### src/rtl/payload_monitor_if.sv
`default_nettype none
// ============================================================================
//  Module   : payload_monitor_if
//  Purpose  : Bundles the tap, control and status signals of payload_monitor.
//             slave  - the monitor: samples taps/control, drives status.
//             master - the environment: drives taps/control, reads status.
//  Ports    : en, clear            control (level enable, one-cycle clear)
//             mon_in, mon_out      taps on the observed stage input/output
//             mismatch_pulse, mismatch_count, alarm, first_stamp,
//             first_delta, last_period, periodic, state   status
//  Revision : 1.0  initial release
// ============================================================================
interface payload_monitor_if #(
  parameter int WIDTH = 16,
  parameter int CNT_W = 8
);
  logic             en;
  logic             clear;
  logic [WIDTH-1:0] mon_in;
  logic [WIDTH-1:0] mon_out;
  logic             mismatch_pulse;
  logic [CNT_W-1:0] mismatch_count;
  logic             alarm;
  logic [15:0]      first_stamp;
  logic [WIDTH-1:0] first_delta;
  logic [15:0]      last_period;
  logic             periodic;
  logic [1:0]       state;

  modport master (
    output en, clear, mon_in, mon_out,
    input  mismatch_pulse, mismatch_count, alarm, first_stamp,
           first_delta, last_period, periodic, state
  );

  modport slave (
    input  en, clear, mon_in, mon_out,
    output mismatch_pulse, mismatch_count, alarm, first_stamp,
           first_delta, last_period, periodic, state
  );
endinterface
`default_nettype wire

### src/rtl/payload_monitor.sv
`default_nettype none
// ============================================================================
//  Module   : payload_monitor
//  Purpose  : Passive checker for a LAT-cycle registered pass-through stage.
//             Predicts the stage output by delaying its input, flags every
//             disagreeing cycle, records the first corruption (stamp and
//             additive delta), counts corruptions and detects periodicity.
//  Ports    : clk  - clock, rising edge
//             rst  - asynchronous active-high reset
//             bus  - payload_monitor_if.slave (taps, control, status)
//  Params   : WIDTH (data width, must match the interface), LAT (1..4),
//             THRESH (alarm level, 1..2^CNT_W-1), CNT_W (counter width,
//             must match the interface)
//  Revision : 1.0  initial release
// ============================================================================
module payload_monitor #(
  parameter int WIDTH  = 16,
  parameter int LAT    = 1,
  parameter int THRESH = 1,
  parameter int CNT_W  = 8
) (
  input  wire logic       clk,
  input  wire logic       rst,
  payload_monitor_if.slave bus
);

  typedef enum logic [1:0] {
    ST_IDLE  = 2'd0,
    ST_FILL  = 2'd1,
    ST_WATCH = 2'd2,
    ST_ALARM = 2'd3
  } state_t;

  localparam logic [CNT_W-1:0] C_THRESH    = CNT_W'(THRESH);
  localparam logic [2:0]       C_FILL_LAST = 3'(LAT - 1);

  state_t           r_state;
  logic [WIDTH-1:0] r_dly [LAT];
  logic [2:0]       r_fill;
  logic [15:0]      r_stamp;
  logic [15:0]      r_prev_stamp;
  logic             r_has_first;
  logic             r_pulse;
  logic [CNT_W-1:0] r_count;
  logic             r_alarm;
  logic [15:0]      r_first_stamp;
  logic [WIDTH-1:0] r_first_delta;
  logic [15:0]      r_last_period;
  logic             r_periodic;

  logic             w_cmp;
  logic [WIDTH-1:0] w_expected;
  logic             w_hit;
  logic [CNT_W-1:0] w_count_nxt;
  logic [15:0]      w_period;

  // Compares only run while enabled in WATCH/ALARM; a clear in the same
  // cycle wins, so a colliding mismatch is dropped entirely.
  assign w_cmp       = bus.en && ((r_state == ST_WATCH) || (r_state == ST_ALARM));
  assign w_expected  = r_dly[LAT-1];
  assign w_hit       = w_cmp && (bus.mon_out != w_expected) && !bus.clear;
  assign w_count_nxt = (r_count == {CNT_W{1'b1}}) ? r_count : r_count + 1'b1;
  assign w_period    = r_stamp - r_prev_stamp;

  // Delay line: zero whenever the FSM is (or is about to be) idle so that a
  // re-enable always primes it from fresh input data.
  always_ff @(posedge clk or posedge rst) begin
    if (rst) begin
      for (int i = 0; i < LAT; i++) r_dly[i] <= '0;
    end else if (r_state == ST_IDLE || !bus.en) begin
      for (int i = 0; i < LAT; i++) r_dly[i] <= '0;
    end else begin
      r_dly[0] <= bus.mon_in;
      for (int i = 1; i < LAT; i++) r_dly[i] <= r_dly[i-1];
    end
  end

  always_ff @(posedge clk or posedge rst) begin
    if (rst) begin
      r_state       <= ST_IDLE;
      r_fill        <= '0;
      r_stamp       <= '0;
      r_prev_stamp  <= '0;
      r_has_first   <= 1'b0;
      r_pulse       <= 1'b0;
      r_count       <= '0;
      r_alarm       <= 1'b0;
      r_first_stamp <= '0;
      r_first_delta <= '0;
      r_last_period <= '0;
      r_periodic    <= 1'b0;
    end else begin
      r_pulse <= w_hit;

      // Status
      if (bus.clear) begin
        r_count       <= '0;
        r_alarm       <= 1'b0;
        r_periodic    <= 1'b0;
        r_first_stamp <= '0;
        r_first_delta <= '0;
        r_last_period <= '0;
        r_has_first   <= 1'b0;
      end else if (w_hit) begin
        r_count      <= w_count_nxt;
        r_prev_stamp <= r_stamp;
        if (w_count_nxt >= C_THRESH) r_alarm <= 1'b1;
        if (!r_has_first) begin
          r_has_first   <= 1'b1;
          r_first_stamp <= r_stamp;
          r_first_delta <= bus.mon_out - w_expected;
        end else begin
          r_last_period <= w_period;
          if (w_period == r_last_period && w_period != 16'd0) r_periodic <= 1'b1;
        end
      end

      if (w_cmp) r_stamp <= r_stamp + 16'd1;

      // FSM
      if (!bus.en) begin
        r_state <= ST_IDLE;
        r_fill  <= '0;
      end else begin
        case (r_state)
          ST_IDLE: begin
            r_state <= ST_FILL;
            r_fill  <= '0;
            r_stamp <= '0;
          end
          ST_FILL: begin
            r_fill <= r_fill + 3'd1;
            if (r_fill == C_FILL_LAST) r_state <= ST_WATCH;
          end
          ST_WATCH: begin
            if (w_hit && w_count_nxt >= C_THRESH) r_state <= ST_ALARM;
          end
          ST_ALARM: begin
            if (bus.clear) r_state <= ST_WATCH;
          end
          default: r_state <= ST_IDLE;
        endcase
      end
    end
  end

  assign bus.mismatch_pulse = r_pulse;
  assign bus.mismatch_count = r_count;
  assign bus.alarm          = r_alarm;
  assign bus.first_stamp    = r_first_stamp;
  assign bus.first_delta    = r_first_delta;
  assign bus.last_period    = r_last_period;
  assign bus.periodic       = r_periodic;
  assign bus.state          = r_state;

endmodule
`default_nettype wire

### src/flat_wrapper.sv
// flat-port wrapper written by rule: the top's interface ports become plain ports
module payload_monitor_flat 
#(
  parameter int WIDTH  = 16,
  parameter int LAT    = 1,
  parameter int THRESH = 1,
  parameter int CNT_W  = 8
)
  (clk, rst, bus_en, bus_clear, bus_mon_in, bus_mon_out, bus_mismatch_pulse, bus_mismatch_count, bus_alarm, bus_first_stamp, bus_first_delta, bus_last_period, bus_periodic, bus_state);
  payload_monitor_if #(.WIDTH(WIDTH), .CNT_W(CNT_W)) bus_i ();
  input  wire logic clk;
  input  wire logic rst;
  input wire logic [$bits(bus_i.en)-1:0] bus_en;
  input wire logic [$bits(bus_i.clear)-1:0] bus_clear;
  input wire logic [$bits(bus_i.mon_in)-1:0] bus_mon_in;
  input wire logic [$bits(bus_i.mon_out)-1:0] bus_mon_out;
  output wire logic [$bits(bus_i.mismatch_pulse)-1:0] bus_mismatch_pulse;
  output wire logic [$bits(bus_i.mismatch_count)-1:0] bus_mismatch_count;
  output wire logic [$bits(bus_i.alarm)-1:0] bus_alarm;
  output wire logic [$bits(bus_i.first_stamp)-1:0] bus_first_stamp;
  output wire logic [$bits(bus_i.first_delta)-1:0] bus_first_delta;
  output wire logic [$bits(bus_i.last_period)-1:0] bus_last_period;
  output wire logic [$bits(bus_i.periodic)-1:0] bus_periodic;
  output wire logic [$bits(bus_i.state)-1:0] bus_state;
  assign bus_i.en = bus_en;
  assign bus_i.clear = bus_clear;
  assign bus_i.mon_in = bus_mon_in;
  assign bus_i.mon_out = bus_mon_out;
  assign bus_mismatch_pulse = bus_i.mismatch_pulse;
  assign bus_mismatch_count = bus_i.mismatch_count;
  assign bus_alarm = bus_i.alarm;
  assign bus_first_stamp = bus_i.first_stamp;
  assign bus_first_delta = bus_i.first_delta;
  assign bus_last_period = bus_i.last_period;
  assign bus_periodic = bus_i.periodic;
  assign bus_state = bus_i.state;
  payload_monitor #(.WIDTH(WIDTH), .LAT(LAT), .THRESH(THRESH), .CNT_W(CNT_W)) u_core (.clk(clk), .rst(rst), .bus(bus_i));
endmodule
### config.mk
export PLATFORM = sky130hd
export DESIGN_NAME = payload_monitor_flat
export DESIGN_NICKNAME = d
export VERILOG_FILES = /design/src/rtl/payload_monitor_if.sv /design/src/rtl/payload_monitor.sv /design/src/flat_wrapper.sv
export SDC_FILE = /design/constraint.sdc
export NUM_CORES = 1
export LEC_CHECK = 0
export BUFFER_PORTS_ARGS = -buffer_cell sky130_fd_sc_hd__buf_2
export CAP_MARGIN = 20
export CORE_ASPECT_RATIO = 0.7
export CORE_UTILIZATION = 40
export DETAILED_ROUTE_END_ITERATION = 12
export SLEW_MARGIN = 15
export SYNTH_ARGS = -nofsm -noshare
export SYNTH_HDL_FRONTEND = slang
export SYNTH_SLANG_ARGS = --single-unit
export TNS_END_PERCENT = 10
### constraint.sdc
create_clock -name clk -period 4.9 [get_ports clk]
set_clock_uncertainty 0.2 [all_clocks]
set_input_delay 0.49 -clock clk [delete_from_list [all_inputs] [get_ports clk]]
set_output_delay 0.49 -clock clk [all_outputs]
set_load 0.02 [all_outputs]
# Word-level counts from Yosys, hierarchy flattened
# Index checks and enable logic that the tools add are counted.
[word_totals]
ff_bits = 113
input_bits = 36
output_inout_bits = 61
word_cells = 85
[classes]
n_addsub = 5
magnitude_cmp = 1
eq_ne = 11
mux = 32
bitwise_logic = 1
n_reduce_logical = 22
[op_table]
columns = ["cell", "n"]
rows = [
  ["16-bit two-way mux", 13],
  ["16-bit subtractor", 2],
  ["8-bit two-way mux", 3],
  ["16-bit by 1-bit adder with 16-bit output (second input constant)", 1],
  ["16-bit equality test", 1],
  ["16-bit != test", 1],
  ["16-bit nonzero test", 1],
  ["1-bit two-way mux", 9],
  ["8-bit by 1-bit adder with 8-bit output (second input constant)", 1],
  ["8-bit equality test (second input constant)", 1],
  ["8-bit by 1-bit >= comparator with 1-bit output (second input constant)", 1],
  ["2-bit two-way mux", 4],
  ["2-bit case mux with 4 select lines", 1],
  ["2-bit AND reduction", 4],
  ["2-bit nonzero test", 4],
  ["3-bit != test (second input constant)", 2],
  ["3-bit case mux with 2 select lines", 1],
  ["3-bit AND reduction", 2],
  ["1-bit logical AND", 5],
  ["2-bit equality test (second input constant)", 2],
  ["3-bit by 1-bit adder with 3-bit output (second input constant)", 1],
  ["3-bit zero test", 1],
  ["3-bit two-way mux", 1],
  ["3-bit by 1-bit != test with 1-bit output (second input constant)", 1],
  ["7 further kinds", 9],
]

# Depth between registers and ports, before layout
[depth]
ltp_word = 9
ltp_mapped = 13
ltp_nobuf = 13

# Worst setup path after synthesis
# OpenSTA, ideal clock, no wires.
[synth_timing]
path_kind = "register to register"
startpoint = "register u_core.r_stamp[0]"
endpoint = "register u_core.r_periodic, in the netlist u_core.bus.periodic"
setup_ps = 92
t_arrival_ps = 2912
required_ps = 4608
slack_ps = 1696
stages_incl_launch_ff = 14
synth_period_minus_slack_ps = 3204
path_cell_list = "dfrtp_1 inv_1 ha_1 inv_1 fa_1 a211oi_1 nor2_1 xor2_1 xnor2_1 nand4_1 or4_1 nor4_1 nand4b_1 o31ai_2"
[synth_via]
elab_chain_len = 5
elab_cells_between_ends = 6
[synth_lines]
columns = ["item", "line_no", "text"]
rows = [
  ["start, declared", "payload_monitor.sv:40", "logic [15:0] r_stamp;"],
  ["start signal, assigned", "payload_monitor.sv:118", "if (w_cmp) r_stamp <= r_stamp + 16'd1;"],
  ["16-bit subtractor (*)", "payload_monitor.sv:63", "assign w_period = r_stamp - r_prev_stamp;"],
  ["16-bit equality test or 16-bit nonzero test (tied branches)", "payload_monitor.sv:114", "if (w_period == r_last_period && w_period != 16'd0) r_periodic <= 1'b1;"],
  ["1-bit logical AND (*)", "payload_monitor.sv:114", ""],
  ["2-bit nonzero test (no source line) (*)", "n/a", ""],
  ["3-bit AND reduction (no source line) (*)", "n/a", ""],
  ["end signal, assigned", "payload_monitor.sv:91", "r_periodic <= 1'b0;"],
  ["end signal, assigned", "payload_monitor.sv:99", "r_periodic <= 1'b0;"],
  ["end signal, assigned", "payload_monitor.sv:114", ""],
  ["end, declared", "payload_monitor.sv:49", "logic r_periodic;"],
]
# Mark *: on every way between the ends. The rest lies on a longest branch, timed or not.
# A chain may end at the register's enable or synchronous reset.

# Final worst setup path
# Same ends and word-level chain as after synthesis.

==> flow_metrics.env <==
export IMPL_cp_common_cell="inv_1"
export IMPL_syn_area_sq_um=6317
export IMPL_coreArea_sq_um=15450
export IMPL_fin_nets=827
export IMPL_post_dp_hpwl_um=10910
export IMPL_numPortBuffers=96
export IMPL_p_seq_share_pct=32.8
export IMPL_timing_setup_tns_ns=0
export IMPL_die_width_um=152.2
export IMPL_seqCellArea_sq_um=2828
export IMPL_cts_buffer_depth=2
export IMPL_grt_usage_pct=19.45
export IMPL_drt_total_wl_um=14950
export IMPL_grt_max_degree=81
export IMPL_diodes=0
export IMPL_die_area_sq_um=16310
export IMPL_yosysSeqAreaShare_pct=44.76
export IMPL_drv_cap=0
export IMPL_syn_inst=654
export IMPL_intPower_mw=2.109
export IMPL_cts_buffers=17
export IMPL_pre_cts_ws_ns=1.408
export IMPL_multi_input_comb_area_sq_um=3194
export IMPL_max_freq_ghz=0.2824
export IMPL_cts_tree="built"
export IMPL_status="finished, violations left"
export IMPL_synth_main_ff_cell="dfrtp_1"
export IMPL_cts_resized_gates=0
export IMPL_p_leak_nw=3.576
export IMPL_clk_pin_slew_ns=0.05
export IMPL_hold_viol_final=0
export IMPL_crit_path_top_delay_cell="dfrtp_1"
export IMPL_comb_power_share_pct=32.6
export IMPL_drive_gt1_share_pct=19.06
export IMPL_grt_pass1_wl_um=24720
export IMPL_place_gp_congestion=0.8422
export IMPL_vias=5058
export IMPL_pwr_share_clk_pct=34.6
export IMPL_cp_start_kind="register"
export IMPL_crit_path_cell_trace="inv_1 -> ha_1 -> inv_1 -> fa_1 -> a211oi_1 -> nor2_1 -> xor2_1 -> xnor2_1 -> nand4_1 -> or4_1 -> nor4_1 -> nand4b_1 -> o31ai_2"
export IMPL_synthArstFlopShare_pct=100.0
export IMPL_yosysTopAreaCellShare_pct=44.76
export IMPL_syn_to_final_growth_pct=19.31
export IMPL_synth_seq_cells=113
export IMPL_htree_levels=4
export IMPL_timing_final_ws_setup_ns=1.358
export IMPL_power_density_nw_per_um2=418.9
export IMPL_synthDistinctLibCells=62
export IMPL_violations="DRC"
export IMPL_fin_crit_ns=3.542
export IMPL_start_util_pct=40.88
export IMPL_antenna_found_initial=0
export IMPL_slew_headroom_pct=49.88
export IMPL_required_ns=5.03
export IMPL_post_cts_setup_buffer_count=0
export IMPL_fillerInstances=1463
export IMPL_switching_share_pct=33.21
export IMPL_worstMarginPinSlew_ns=0.7519
export IMPL_arrival_ns=3.67
export IMPL_p_total_mw=3.158
export IMPL_max_stage_delay_ns=0.42
export IMPL_hold_path_class="in2reg"
export IMPL_firstDrtPassIters=9
export IMPL_slew_violations=0
export IMPL_die_y_um=107.1
export IMPL_num_rows=38
export IMPL_critPathMaxFanout=6
export IMPL_drc=2
export IMPL_synth_avg_cell_area_sq_um=9.659
export IMPL_grt_pass1_vias=4868
export IMPL_synth_nets=727
export IMPL_worst_setup_path_type="reg2reg"
export IMPL_grt_remaining_overflow=0
export IMPL_yosysWarnings=0
export IMPL_ys_top_cells_by_area="dfrtp_1 (45%), ha_1 (6.9%), o21ai_0 (5.1%)"
export IMPL_ant_nets=0
export IMPL_drt_iter0_drc=300
export IMPL_rsz0062_at_grt="no"
export IMPL_final_common_cell="dfrtp_1"
export IMPL_setup_viol=0
export IMPL_cts_sink_count=113
export IMPL_fin_crit_sh_pct=72.28
export IMPL_cp_end_kind="register"
export IMPL_path_delay_family="simple AND/OR/NAND/NOR gates"
export IMPL_avgViaCountPerCell=5.236
export IMPL_wl_per_cell_um=15.47
export IMPL_insertion_delay_ns=0.42
export IMPL_ir_worst_vdd_mv=0.2359
export IMPL_root_buffer="clkbuf_16"
export IMPL_io_pins=97
export IMPL_yosys_area_top_type="dfrtp_1"
export IMPL_path_buf_inv=2
export IMPL_power_switching_mw=1.049
export IMPL_synth_edff_count=0
export IMPL_final_cell_mix="dfrtp_1 (113), buf_2 (97), nand2_1 (69), o21ai_0 (64), inv_1 (48)"
==> worst reg2reg max path: stages (launching register included) <==
cell	delay (ns)
dfrtp_1	0.42
inv_1	0.11
ha_1	0.15
inv_1	0.05
fa_1	0.40
a211oi_1	0.39
nor2_1	0.11
xor2_1	0.27
xnor2_1	0.16
nand4_1	0.11
or4_1	0.42
nor4_1	0.28
nand4b_1	0.14
o31ai_2	0.22
==> registers in the layout, indices dropped and copies added, names as in the netlist, 2 cells and up <==
signal and cells:
u_core.bus.first_delta 16, u_core.bus.first_stamp 16, u_core.bus.last_period 16, u_core.r_dly 16
u_core.r_prev_stamp 16, u_core.r_stamp 16, u_core.bus.mismatch_count 8, u_core.r_fill 3
u_core.bus.state 2
==> metrics by stage <==
| step | std cells | instance area [sq um] | utilization, % | hold WS [ns] |
|---|---|---|---|---|
| after detailed placement | 931 | 6969 | 45.10 | 0.2764 |
| after floorplan | 654 | 6317 | - | 0.3011 |
| after CTS | 962 | 7487 | 48.45 | 0.06089 |
| final | 966 | 7537 | 48.78 | 0.07257 |
| after global placement | 931 | 6969 | 45.10 | 0.2609 |
| after global routing | 966 | 7537 | 48.78 | 0.06606 |
==> timing repair <==
| action | 4_1_cts | 5_1_grt |
|---|---|---|
| endpoints found under the setup margin | 0 | 0 |
| endpoints found under the hold margin | 0 | 27 |
| hold buffers | 0 | 1 |
==> worst paths after layout <==
check | startpoint | slack, ns | endpoint | cells past startpoint
min | bus_mon_in[0] | 0.07 | u_core.r_dly[0] | 2
max reg2reg | u_core.r_stamp[0] | 1.36 | u_core.bus.periodic | 13
max in group asynchronous | rst | 2.99 | u_core.r_stamp[6] | 5
min reg2reg | u_core.bus.first_stamp[7] | 0.28 | u_core.bus.first_stamp[7] | 2
max | u_core.r_stamp[0] | 1.36 | u_core.bus.periodic | 13
min in group asynchronous | rst | 0.40 | u_core.r_dly[0] | 3
==> routing by layer <==
metal  GRT usage, %  share of wire [%]  vias up
li1               -                  -     2497
met1          27.19                 49     2430
met2          28.67                 45      112
met3          4.931                4.6       19
met4          7.872                1.3        0
met5              0                  0        -
==> cells by family (layout without fill, tap and decap cells) <==
kind of cell / count (synthesis) / after routing / synth area share, %
AND/OR/NAND/NOR: 204 / 204 / 16.20
XOR/XNOR: 56 / 56 / 7.883
multiplexers: 4 / 4 / 0.6932
buffers and inverters: 72 / 184 / 4.852
flip-flops: 113 / 113 / 44.76
adder cells (fa/ha/maj): 37 / 37 / 7.566
AO/OA/AOI/OAI: 168 / 168 / 18.04
==> cells in the mapped netlist (all sizes together) (9+ instances only) <==
| library cell | instances |
|---|---|
| dfrtp | 113 |
| xnor2 | 32 |
| o21ai | 66 |
| nand4 | 9 |
| nor2 | 29 |
| nand2 | 69 |
| xor2 | 24 |
| and2 | 20 |
| inv | 49 |
| a21oi | 29 |
| ha | 35 |
| nor3 | 14 |
| nor2b | 9 |
| clkbuf | 19 |
| nand3 | 14 |
| a22o | 24 |
==> area by class of cell <==
class	instances	area share, %
Clock buffer	25	6.441
Clock inverter	6	0.4316
Inverter	49	2.473
Multi-Input combinational cell	469	42.38
Sequential cell	113	37.52
Tap cell	200	3.320
Timing Repair Buffer	104	7.437
==> power groups by stage <==
stage          combinational, mW  clock (mW)  sequential (mW)
4_1_cts                     1.03        1.12             1.04
2_1_floorplan              0.794           0             1.06
6_report                    1.03        1.09             1.04
5_1_grt                     1.14        1.17             1.04
3_3_place_gp                1.01           0             1.05
3_5_place_dp                1.02           0             1.05
Note: power is estimated with default switching activity, not from simulation.
